<file path="src/rtl/operand_fetch.sv">
// operand_fetch
//
// Two-slot operand fetch stage between decode and execute.
//   S1 holds an instruction whose register file read is in flight (rs indices,
//      tag, and a per-operand bypass flag/data for writes that the register
//      file read cannot have seen yet).
//   S2 is the output register (resolved operands, tag, and the rs indices so
//      that later writebacks can still refresh a stalled operand).
// Whatever sits in either slot always reflects the newest architectural
// register value, because every qualifying writeback is snooped into both
// slots.
//
// Ports
//   i_clk, i_rst          clock, synchronous active-high reset
//   i_ce                  clock enable (no transfers, no state change when low)
//   i_valid/o_ready       upstream handshake, with i_rs1, i_rs2, i_tag
//   o_addr_rd_a/b         register file read addresses
//   i_dat_rd_a/b          register file read data (one cycle after address)
//   i_wb_we/addr/dat      writeback port shared with the register file
//   i_flush               drop everything in flight
//   o_valid/i_ready       downstream handshake, with o_rs1_dat, o_rs2_dat, o_tag
module operand_fetch #(
   parameter int TAG_W = 32
) (
   input  logic             i_clk,
   input  logic             i_rst,
   input  logic             i_ce,
   input  logic             i_valid,
   output logic             o_ready,
   input  logic [4:0]       i_rs1,
   input  logic [4:0]       i_rs2,
   input  logic [TAG_W-1:0] i_tag,
   output logic [4:0]       o_addr_rd_a,
   output logic [4:0]       o_addr_rd_b,
   input  logic [31:0]      i_dat_rd_a,
   input  logic [31:0]      i_dat_rd_b,
   input  logic             i_wb_we,
   input  logic [4:0]       i_wb_addr,
   input  logic [31:0]      i_wb_dat,
   input  logic             i_flush,
   output logic             o_valid,
   input  logic             i_ready,
   output logic [31:0]      o_rs1_dat,
   output logic [31:0]      o_rs2_dat,
   output logic [TAG_W-1:0] o_tag
);

   logic             s1_v_reg;
   logic             s2_v_reg;
   logic [TAG_W-1:0] s1_tag_reg;
   logic [TAG_W-1:0] s2_tag_reg;

   logic advance;
   logic accept;
   logic consume;
   logic move;
   logic wb_ok;

   // Per-operand views (index 0 = rs1 / port a, index 1 = rs2 / port b)
   logic [4:0]  rs_in   [2];
   logic [31:0] rd_dat  [2];
   logic [4:0]  rd_addr [2];
   logic [31:0] s2_dat  [2];

   // advance includes i_ce: with the clock disabled S1 must keep its own
   // address on the register file so the read data stays meaningful.
   assign advance = i_ce && s1_v_reg && (!s2_v_reg || i_ready);
   assign o_ready = i_ce && !i_flush && (!s1_v_reg || advance);
   assign accept  = i_valid && o_ready;
   assign consume = i_ce && s2_v_reg && i_ready;
   assign move    = advance && !i_flush;
   // Same gating as the register file write port; x0 is never written.
   assign wb_ok   = i_ce && i_wb_we && (i_wb_addr != 5'd0);

   assign rs_in[0]  = i_rs1;
   assign rs_in[1]  = i_rs2;
   assign rd_dat[0] = i_dat_rd_a;
   assign rd_dat[1] = i_dat_rd_b;

   assign o_addr_rd_a = rd_addr[0];
   assign o_addr_rd_b = rd_addr[1];
   assign o_rs1_dat   = s2_dat[0];
   assign o_rs2_dat   = s2_dat[1];
   assign o_valid     = s2_v_reg;
   assign o_tag       = s2_tag_reg;

   for (genvar gi = 0; gi < 2; gi++) begin : g_op
      logic [4:0]  s1_rs_reg;
      logic        s1_byp_reg;
      logic [31:0] s1_byp_dat_reg;
      logic [4:0]  s2_rs_reg;
      logic [31:0] s2_dat_reg;

      logic        hit_in;
      logic        hit_s1;
      logic        hit_s2;
      logic [31:0] resolved;
      logic [31:0] move_dat;

      assign hit_in = wb_ok && (i_wb_addr == rs_in[gi]);
      assign hit_s1 = wb_ok && (i_wb_addr == s1_rs_reg);
      assign hit_s2 = wb_ok && (i_wb_addr == s2_rs_reg);

      // The register file read started when S1 was loaded (or was re-issued
      // while S1 stalled); any write it could not observe is in the bypass.
      assign resolved = (s1_rs_reg == 5'd0) ? 32'd0 :
                        s1_byp_reg          ? s1_byp_dat_reg : rd_dat[gi];
      // A write landing on the advance edge is newer than anything in S1.
      assign move_dat = hit_s1 ? i_wb_dat : resolved;

      assign rd_addr[gi] = (s1_v_reg && !advance) ? s1_rs_reg : rs_in[gi];
      assign s2_dat[gi]  = s2_dat_reg;

      always_ff @(posedge i_clk) begin
         if (i_rst) begin
            s1_rs_reg      <= 5'd0;
            s1_byp_reg     <= 1'b0;
            s1_byp_dat_reg <= 32'd0;
            s2_rs_reg      <= 5'd0;
            s2_dat_reg     <= 32'd0;
         end else if (i_ce) begin
            if (accept) begin
               s1_rs_reg      <= rs_in[gi];
               s1_byp_reg     <= hit_in;
               s1_byp_dat_reg <= i_wb_dat;
            end else if (hit_s1) begin
               s1_byp_reg     <= 1'b1;
               s1_byp_dat_reg <= i_wb_dat;
            end

            if (move) begin
               s2_rs_reg  <= s1_rs_reg;
               s2_dat_reg <= move_dat;
            end else if (s2_v_reg && hit_s2) begin
               s2_dat_reg <= i_wb_dat;
            end
         end
      end
   end

   always_ff @(posedge i_clk) begin
      if (i_rst) begin
         s1_v_reg   <= 1'b0;
         s2_v_reg   <= 1'b0;
         s1_tag_reg <= '0;
         s2_tag_reg <= '0;
      end else if (i_ce) begin
         if (i_flush) begin
            s1_v_reg <= 1'b0;
            s2_v_reg <= 1'b0;
         end else begin
            if (accept) begin
               s1_v_reg <= 1'b1;
            end else if (advance) begin
               s1_v_reg <= 1'b0;
            end

            if (advance) begin
               s2_v_reg <= 1'b1;
            end else if (consume) begin
               s2_v_reg <= 1'b0;
            end
         end

         if (accept) begin
            s1_tag_reg <= i_tag;
         end
         if (move) begin
            s2_tag_reg <= s1_tag_reg;
         end
      end
   end

endmodule

</file>
<file path="config.mk">
export PLATFORM = sky130hd
export DESIGN_NAME = operand_fetch
export DESIGN_NICKNAME = d
export VERILOG_FILES = /design/src/rtl/operand_fetch.sv
export SDC_FILE = /design/constraint.sdc
export NUM_CORES = 1
export LEC_CHECK = 0
export ABC_AREA = 1
export CAP_MARGIN = 15
export CORE_MARGIN = 2
export CORE_UTILIZATION = 35
export DETAILED_ROUTE_END_ITERATION = 8
export GPL_TIMING_DRIVEN = 0
export HOLD_SLACK_MARGIN = 0.05
export MAX_ROUTING_LAYER = met4
export PLACE_DENSITY_LB_ADDON = 0.05
export SLEW_MARGIN = 10
export SYNTH_ARGS = -nofsm -noshare
export SYNTH_HDL_FRONTEND = slang
export SYNTH_SLANG_ARGS = --single-unit
</file>
<file path="constraint.sdc">
create_clock -name i_clk -period 4.1 [get_ports i_clk]
set_clock_uncertainty 0.15 [all_clocks]
set_input_delay 0.41 -clock i_clk [delete_from_list [all_inputs] [get_ports i_clk]]
set_output_delay 0.41 -clock i_clk [all_outputs]
set_load 0.02 [all_outputs]
</file>
==> flow_summary.json, run 1 <==
{
  "power_leakage_nw": 6.189,
  "fin_nets": 2087,
  "r2r_end": "o_rs2_dat[14]",
  "worstPathRequired_ns": 3.54,
  "hold_end": "o_tag[12]",
  "hold_depth": 2,
  "die_w_um": 180.8,
  "critPathMaxStageDelay_ns": 0.64,
  "cp_common_cell": "clkdlybuf4s50_1",
  "cp_num_cells": 7,
  "hold_buffers": 0,
  "p_total_w": 0.005184,
  "ant_nets": 0,
  "clock_sinks": 216,
  "power.density_nw_per_um2": 350.8,
  "critPathTopFamily": "buffers and inverters",
  "finish.utilization_pct": 48.18,
  "worst_hold_path_type": "reg -> reg",
  "clockBufferDepth": 3,
  "cts_buffers": 26,
  "maxSlewViolCount": 0,
  "drive_gt1_share_pct": 7.472,
  "postCtsSetupRepairBufs": 0,
  "crit_fanout": 10,
  "syn2layout_area_growth_pct": 35.09,
  "cp.arrival_ns": 2.44,
  "slew_headroom_pct": 29.50,
  "max_clock_freq_mhz": 333.4,
  "track_usage_pct": 24.77,
  "synthTopCellsByArea": "dfxtp_1 (40%), nand2_1 (11%), a21oi_1 (9.1%)",
  "grt_max_degree": 15,
  "grt-ovfl-total": 0,
  "stdcell_area_sq_um": 14780,
  "place_hpwl_um": 30090,
  "clock_latency_ns": 0.56,
  "endpoint_kind": "output pin",
  "rsz0062_at_grt": "false",
  "ys_seq_area_share_pct": 39.53,
  "crit_type": "in -> out",
  "reg2reg_from": "o_valid",
  "yosysTopAreaCell": "dfxtp_1",
  "setup_violations": 0,
  "yosysMostFrequentCell": "nand2_1",
  "drt-total-wl_um": 40470,
  "avgSynthCellArea_sq_um": 6.602,
  "synth_fp_nets": 1807,
  "syn-cell-area_sq_um": 10940,
  "ys_types": 26,
  "tns_ns": 0,
  "gp_congestion": 0.8587,
  "clkTransAtPathRegs_ns": 0.05,
  "avgViaCountPerCell": 4.932,
  "drc_errors": 0,
  "crit_slowest_cell": "clkdlybuf4s50_1",
  "vias": 11599,
  "min_from": "s1_tag_reg[12]",
  "io_buffers": 252,
  "first_iter_violations": 850,
  "maxCapViolCount": 0,
  "rows": 64,
  "dr.pass1.iters": 5,
  "synthArstFlopShare_pct": 0,
  "post_drt_wl_per_cell_um": 17.21,
  "synth-edff-count": 0,
  "dpl_cell_area_sq_um": 13960,
  "ctsResizeCount": 0,
  "root_buffer": "clkbuf_16",
  "startpoint_type": "primary input",
  "cp_num_buf_inv": 3,
  "yosys_warnings": 0,
  "reg2reg_slack_ns": 1.72,
  "die_y_um": 180.8,
  "tightest_slew_ns": 1.058,
  "status": "finished clean",
  "post-route-min-period_ns": 2.999,
  "grt_pass1_wl_um": 62380,
  "cp_cell_sequence": "clkdlybuf4s50_1 -> nand3_1 -> nand2_2 -> clkbuf_1 -> nand2_1 -> o21ai_0 -> clkdlybuf4s50_1",
  "r2r_cells": 9,
  "cts_tree": "yes",
  "ys.flop_type": "dfxtp_1",
  "synth_cells": 1657,
  "hold_viol_final": 0,
  "start_util_pct": 35.67,
  "ys_seq_elements": 216,
  "dieArea_sq_um": 32690,
  "htreeDepth": 1,
  "fin_crit_sh_pct": 73.15,
  "synth_top_area_share_pct": 39.53,
  "io_pins": 258,
  "vdd_drop_max_mv": 0.2985,
  "synthTopCellsByCount": "nand2_1 (334), dfxtp_1 (216), inv_1 (204), a21oi_1 (198), o21ai_0 (188)",
  "largest_reg_flops": 64,
  "antenna_found_initial": 2,
  "first_global_vias": 10975,
  "core_sq_um": 30670
}
[worst register-to-register path: cells and delay by family (launching register included)]
| family | cells | cell delay (ns) |
|---|---|---|
| DFF | 1 | 0.35 |
| and+or+nand+nor | 7 | 1.22 |
| buffers and inverters | 2 | 0.56 |
[final cells by class]
| cell class | instances | area, sq um |
|---|---|---|
| diodes | 2 | 5.005 |
| plain buffers | 130 | 656.9 |
| clock buffers | 33 | 696.9 |
| clock inverters | 12 | 118.9 |
| fillers | 3233 | 15890 |
| inverters | 223 | 837.1 |
| multi-input cells | 1088 | 5121 |
| flip-flops and latches | 216 | 4324 |
| well taps | 396 | 495.5 |
| repair buffers | 252 | 2522 |
[power breakdown]
group	internal, W	switching, W	total (W)
Sequential	0.00217	0.0000315	0.00220
Combinational	0.000313	0.000436	0.000749
Clock	0.00127	0.000967	0.00224
[stage by stage]
step	setup WS [ns]	std cells	hold slack (ns)
after CTS	1.090	2350	0.3003
after detailed placement	1.099	2305	0.2947
after global placement	1.089	2305	0.2889
final	1.101	2352	0.2961
after global routing	0.8848	2352	0.3156
after floorplan	2.088	1657	0.2797
[cells by family after synthesis]
group           Yosys count  share of synthesized area (%)
xor+xnor                 19                          1.521
flops                   216                          39.53
compound gates          409                          19.28
simple gates            660                          26.01
buf+inv                 353                          13.66
[how the worst max path moves through the flow]
stage / to / from / slack (ns)
5_1_grt: o_addr_rd_a[0] / i_ce / 0.88
4_1_cts: o_addr_rd_a[0] / i_ce / 1.09
2_1_floorplan: o_addr_rd_a[0] / o_valid / 2.09
6_report: o_addr_rd_a[0] / i_ce / 1.10
3_3_place_gp: o_addr_rd_a[0] / i_ce / 1.09
3_5_place_dp: o_addr_rd_a[3] / i_ce / 1.10
[layout by cell type (no fill, tap or decap), types with 26 or more instances in the layout]
| master | Yosys | routed |
|---|---|---|
| nand2_1 | 334 | 334 |
| o21ai_0 | 188 | 188 |
| nand3b_1 | 32 | 32 |
| nand3_1 | 136 | 136 |
| inv_1 | 204 | 204 |
| buf_2 | 48 | 48 |
| clkbuf_1 | 50 | 55 |
| dfxtp_1 | 216 | 216 |
| a21oi_1 | 198 | 198 |
| clkdlybuf4s50_1 | 0 | 252 |
| nor2_1 | 139 | 139 |
| clkbuf_16 | 0 | 26 |
[metal layers]
metal,routed length [um],GRT usage [%],vias to the layer above
li1,-,-,5836
met1,19610,35.39,5346
met2,17390,36.87,369
met3,2551,3.366,48
met4,914,5.968,0
met5,0,-,-
(Power assumes the default switching activity.)
==> run 2, diff against run 1 <==
==> constraint.sdc (replaced) <==
create_clock -name i_clk -period 2.58 [get_ports i_clk]
set_clock_uncertainty 0.15 [all_clocks]
set_input_delay 0.258 -clock i_clk [delete_from_list [all_inputs] [get_ports i_clk]]
set_output_delay 0.258 -clock i_clk [all_outputs]
set_load 0.02 [all_outputs]
==> run 2 against run 1 <==
  * Setup slack got worse by 0.94 ns
  * Die area is the same
  * Via count rose by 0.38%
  * Clock-buffer cell count stayed put
  * Cell count unchanged
  * Worst hold slack worse by 0.11 ns
  * Global-route usage barely moved
  * Wire length shrank 0.14%
  * Non-clock buffer count unchanged
  * Register-to-register slack worse by 1.5 ns
  * Critical path depth decreased by 1
  * First-iteration DRC count shrank 4.8%
  * Critical path type is now reg -> out
==> flow_summary.json, run 2 (synthesized netlist as in run 1, its figures left out) <==
{
  "hold_viol_final": 0,
  "drt-total-wl_um": 40410,
  "grt_max_degree": 15,
  "io_buffers": 252,
  "grt_pass1_wl_um": 62420,
  "drive_gt1_share_pct": 8.035,
  "die_w_um": 180.8,
  "clkTransAtPathRegs_ns": 0.06,
  "finalWorstSetupSlack_ns": 0.1625,
  "track_usage_pct": 24.78,
  "power_leakage_nw": 6.213,
  "clock_sinks": 216,
  "final_common_cell": "nand2_1",
  "avgViaCountPerCell": 4.950,
  "tns_ns": 0,
  "dieArea_sq_um": 32690,
  "grt-ovfl-total": 0,
  "gp_congestion": 0.8587,
  "antenna_found_initial": 2,
  "fin_crit_sh_pct": 93.70,
  "cts_buffers": 26,
  "rsz0062_at_grt": "false",
  "layout_common_cells": "nand2_1 (334), clkdlybuf4s50_1 (241), dfxtp_1 (216)",
  "core_sq_um": 30670,
  "post-route-min-period_ns": 2.417,
  "largest_reg_flops": 64,
  "tightest_slew_ns": 1.048,
  "maxCapViolCount": 0,
  "clockBufferDepth": 3,
  "maxSlewViolCount": 0,
  "slew_headroom_pct": 30.11,
  "first_global_vias": 10998,
  "worstPathRequired_ns": 2.17,
  "crit_slowest_cell": "dfxtp_1",
  "critPathMaxStageDelay_ns": 0.41,
  "die_y_um": 180.8,
  "htreeDepth": 1,
  "status": "finished clean",
  "ant_nets": 0,
  "startpoint_type": "register",
  "power.density_nw_per_um2": 558.0,
  "crit_type": "reg -> out",
  "clock_latency_ns": 0.56,
  "fin_nets": 2087,
  "post_drt_wl_per_cell_um": 17.18,
  "worst_hold_path_type": "in -> reg",
  "endpoint_kind": "output pin",
  "root_buffer": "clkbuf_16",
  "first_iter_violations": 809,
  "preCtsSetupSlack_ns": -0.1945,
  "place_hpwl_um": 30090,
  "cp_cell_sequence": "nand2_1 -> nand3_1 -> nand2_2 -> clkbuf_2 -> o21ai_0 -> dlygate4sd2_1",
  "crit_fanout": 10,
  "vdd_drop_max_mv": 0.4748,
  "io_pins": 258,
  "max_clock_freq_mhz": 413.7,
  "rows": 64,
  "setup_violations": 0,
  "cts_tree": "yes",
  "syn2layout_area_growth_pct": 34.71,
  "dr.pass1.iters": 5,
  "vias": 11643,
  "cp.arrival_ns": 2.01,
  "start_util_pct": 35.67,
  "drc_errors": 0
}
-- run 2: final timing paths --
check | startpoint | cells past startpoint | endpoint | slack [ns]
max | o_valid | 6 | o_addr_rd_a[2] | 0.16
min | i_tag[17] | 3 | s1_tag_reg[17] | 0.18
max reg2reg | o_valid | 9 | o_rs2_dat[14] | 0.22
min reg2reg | s1_tag_reg[12] | 2 | o_tag[12] | 0.30
-- run 2: cell type report --
class / instances / area (sq um)
fill: 3237 / 15930
multi-input combinational: 1088 / 5121
sequential: 216 / 4324
timing repair buffer: 252 / 2479
inverter: 223 / 837.1
clock buffer: 33 / 696.9
buffer: 130 / 659.4
tap: 396 / 495.5
clock inverter: 12 / 118.9
antenna: 2 / 5.005
-- run 2: repair_timing --
item,in CTS,in global routing
hold buffers,0,0
endpoints found under the setup margin,10,11
resized for setup,11,30
setup buffers,0,0
pin swaps,0,0
-- run 2: power breakdown --
part / switching [W] / internal (W)
Clock: 0.00153 / 0.00202
Combinational: 0.000692 / 0.000486
Sequential: 0.0000500 / 0.00344
Total: 0.00228 / 0.00595
-- run 2: critical path, delay by kind of cell (launching register included) --
| kind | cells | cell delay (ns) |
|---|---|---|
| buf+inv | 2 | 0.54 |
| flops | 1 | 0.41 |
| simple gates | 3 | 0.35 |
| compound gates | 1 | 0.15 |
-- run 2: per-stage QoR --
stage / instance area (sq um) / hold WS, ns / cells / power [W] / utilization (%)
4_1_cts: 14760 / 0.1687 / 2350 / 0.008286 / 48.13
3_5_place_dp: 13960 / 0.2947 / 2305 / 0.004750 / 45.51
2_1_floorplan: 10940 / 0.2512 / 1657 / 0.004180 / -
5_1_grt: 14740 / 0.1774 / 2352 / 0.008566 / 48.05
3_3_place_gp: 13960 / 0.2889 / 2305 / 0.004744 / 45.51
6_report: 14740 / 0.1849 / 2352 / 0.008223 / 48.05
-- run 2: routing by layer --
metal	vias to the layer above	share of wire, %	global-route usage (%)
met5	-	0	-
met4	0	2.3	5.968
met3	50	6.4	3.366
met2	401	43	36.93
met1	5360	48	35.38
li1	5832	-	-
==> run 3, diff against run 2 <==
--- a/config.mk
+++ b/config.mk
@@ -5,7 +5,6 @@
 export SDC_FILE = /design/constraint.sdc
 export NUM_CORES = 1
 export LEC_CHECK = 0
-export ABC_AREA = 1
 export CAP_MARGIN = 15
 export CORE_MARGIN = 2
 export CORE_UTILIZATION = 35
==> run 3 against run 2 <==
  * Area after synthesis is 8.9% lower
  * Highest routed layer unchanged
  * Largest cell class unchanged
  * Largest power group unchanged
  * Global-route usage is 3.9 points lower
  * Clock power is 7.0% higher
  * Sequential cell count stayed put
  * Synthesized cell count is 38% lower
  * Sequential power hardly changed
  * Register-to-register slack worse by 0.03 ns
  * Worst hold slack worse by 0.052 ns
  * First-iteration DRC count is 48% lower
  * Setup slack worse by 0.070 ns
  * Die area is 8.7% lower
  * Cell count is 27% lower
==> flow_summary.json, run 3 <==
{
  "worstPathRequired_ns": 2.17,
  "synth_fp_nets": 1178,
  "grt-ovfl-total": 0,
  "layout_common_cells": "clkdlybuf4s50_1 (240), dfxtp_1 (215), nand2_1 (172)",
  "post-route-min-period_ns": 2.487,
  "synth_top_area_share_pct": 43.39,
  "die_w_um": 172.7,
  "clock_latency_ns": 0.52,
  "ys_seq_area_share_pct": 43.39,
  "p_total_w": 0.008211,
  "crit_fanout": 10,
  "tightest_slew_ns": 0.8928,
  "drt-total-wl_um": 31280,
  "ant_nets": 0,
  "yosys_warnings": 0,
  "power_leakage_nw": 4.943,
  "finish.utilization_pct": 49.69,
  "synth_cells": 1028,
  "drive_gt1_share_pct": 20.74,
  "p_seq_share_pct": 42.2,
  "status": "finished clean",
  "core_sq_um": 27930,
  "clock_sinks": 216,
  "cts_tree": "yes",
  "ys_seq_elements": 216,
  "syn-cell-area_sq_um": 9966,
  "largest_reg_flops": 64,
  "yosysTopAreaCell": "dfxtp_1",
  "intPower_w": 0.006247,
  "root_buffer": "clkbuf_16",
  "die_y_um": 172.7,
  "cp.arrival_ns": 2.08,
  "htreeDepth": 1,
  "dieArea_sq_um": 29840,
  "rsz0062_at_grt": "false",
  "ys.flop_type": "dfxtp_1",
  "swShare_pct": 23.92,
  "hold_viol_final": 0,
  "first_global_vias": 8234,
  "start_util_pct": 35.68,
  "clkPwrFrac_pct": 46.3,
  "synthArstFlopShare_pct": 0,
  "crit_type": "reg -> out",
  "vias": 8290,
  "clkTransAtPathRegs_ns": 0.06,
  "cts_buffers": 26,
  "fin_crit_sh_pct": 96.39,
  "grt_max_degree": 13,
  "max_clock_freq_mhz": 402.1,
  "io_pins": 258,
  "p_sw_w": 0.001964,
  "drc_errors": 0,
  "maxCapViolCount": 0,
  "power.density_nw_per_um2": 591.6,
  "syn2layout_area_growth_pct": 39.27,
  "pwr-share-comb_pct": 11.5,
  "yosysMostFrequentCell": "dfxtp_1",
  "avgSynthCellArea_sq_um": 9.694,
  "startpoint_type": "register",
  "io_buffers": 251,
  "avgViaCountPerCell": 4.856,
  "synthTopCellsByCount": "dfxtp_1 (216), nand2_1 (173), nor2_1 (133), a21oi_1 (85), mux2_2 (74)",
  "antenna_found_initial": 3,
  "finalWorstSetupSlack_ns": 0.09302,
  "grt_pass1_wl_um": 48090,
  "clockBufferDepth": 3,
  "fin_nets": 1458,
  "track_usage_pct": 20.91,
  "post_drt_wl_per_cell_um": 18.32,
  "final_common_cell": "clkdlybuf4s50_1",
  "first_iter_violations": 422,
  "fillers": 2756,
  "ys_types": 37,
  "synth-edff-count": 0,
  "worst_hold_path_type": "in -> reg",
  "synthTopCellsByArea": "dfxtp_1 (43%), mux2_2 (8.4%), a221oi_2 (7.5%)",
  "endpoint_kind": "output pin",
  "dr.pass1.iters": 5,
  "maxSlewViolCount": 0,
  "gp_congestion": 0.8077,
  "place_hpwl_um": 22840,
  "setup_violations": 0,
  "rows": 61,
  "slew_headroom_pct": 40.48,
  "vdd_drop_max_mv": 0.3802,
  "preCtsSetupSlack_ns": -0.4759
}
[run 3: cell count changes after synthesis, sizes merged, moves of 65 or more]
cell | previous run | this run
mux2 | 0 | 74
a221oi | 0 | 65
o21ai | 193 | 5
inv | 211 | 0
nand2 | 338 | 173
nand3 | 140 | 1
a21oi | 214 | 85
[run 3: power groups by stage]
stage | sequential (W) | clock, W | combinational [W]
after floorplan | 0.00356 | 0 | 0.000469
after global placement | 0.00354 | 0 | 0.000953
after detailed placement | 0.00354 | 0 | 0.000956
after CTS | 0.00347 | 0.00389 | 0.000956
after global routing | 0.00348 | 0.00403 | 0.00102
final | 0.00347 | 0.00380 | 0.000945
[run 3: cell type report]
| class | instances | area [sq um] | share of cell area, % |
|---|---|---|---|
| multi-input cells | 725 | 5135 | 37.00 |
| flip-flops and latches | 216 | 4328 | 31.18 |
| repair buffers | 252 | 2511 | 18.09 |
| clock buffers | 39 | 810.8 | 5.842 |
| plain buffers | 87 | 524.3 | 3.777 |
| well taps | 378 | 473.0 | 3.408 |
| clock inverters | 7 | 90.09 | 0.6491 |
| diodes | 3 | 7.507 | 0.05409 |
[run 3: path summary, 6_finish.rpt]
path                             start        endpoint  slack, ns  cells after the start
hold / removal               i_tag[22]  s1_tag_reg[22]       0.13                      3
hold reg to reg         s1_tag_reg[13]       o_tag[13]       0.30                      2
setup / recovery               o_valid  o_addr_rd_b[2]       0.09                      6
setup reg to reg  g_op[0].s1_rs_reg[2]    o_rs1_dat[4]       0.19                      6
[run 3: cells by family (layout without fill, tap and decap cells)]
family | after synthesis | after routing | share of synthesized area [%]
AOI/OAI and AO/OA | 168 | 168 | 15.44
and+or+nand+nor | 389 | 389 | 18.59
other | 0 | 3 | 0
buffers and inverters | 87 | 385 | 5.148
muxes | 138 | 138 | 14.79
DFF | 216 | 216 | 43.39
xor gates and xnor gates | 30 | 30 | 2.637
[run 3: worst max-delay path, stage by stage, from the launching register on]
cell,delay [ns]
dfxtp_4,0.34
or2b_4,0.22
nand2_1,0.06
nand2_2,0.13
buf_8,0.15
mux2_2,0.34
clkdlybuf4s15_1,0.31
[run 3: stage by stage]
step | TNS, ns | cell area, sq um | hold slack, ns | std cells
6_report | 0 | 13880 | 0.1327 | 1707
5_1_grt | 0 | 13880 | 0.1174 | 1707
4_1_cts | 0 | 13870 | 0.1092 | 1704
3_5_place_dp | -39.37 | 12950 | 0.2929 | 1657
3_3_place_gp | -36.98 | 12950 | 0.2877 | 1657
2_1_floorplan | 0 | 9966 | 0.2192 | 1028
[run 3: routing by layer]
layer  part of all wire (%)  GRT usage, %
met5                      0             -
met4                    1.8         4.873
met3                    6.1         4.925
met2                     46         33.32
met1                     46         26.93
[run 3: what timing repair did]
item / 4_1_cts / 5_1_grt
buffers inserted: 1 / 0
pin swaps: 0 / 0
endpoints found under the setup margin: 11 / 10
hold buffers: 0 / 0
resized for setup: 16 / 11
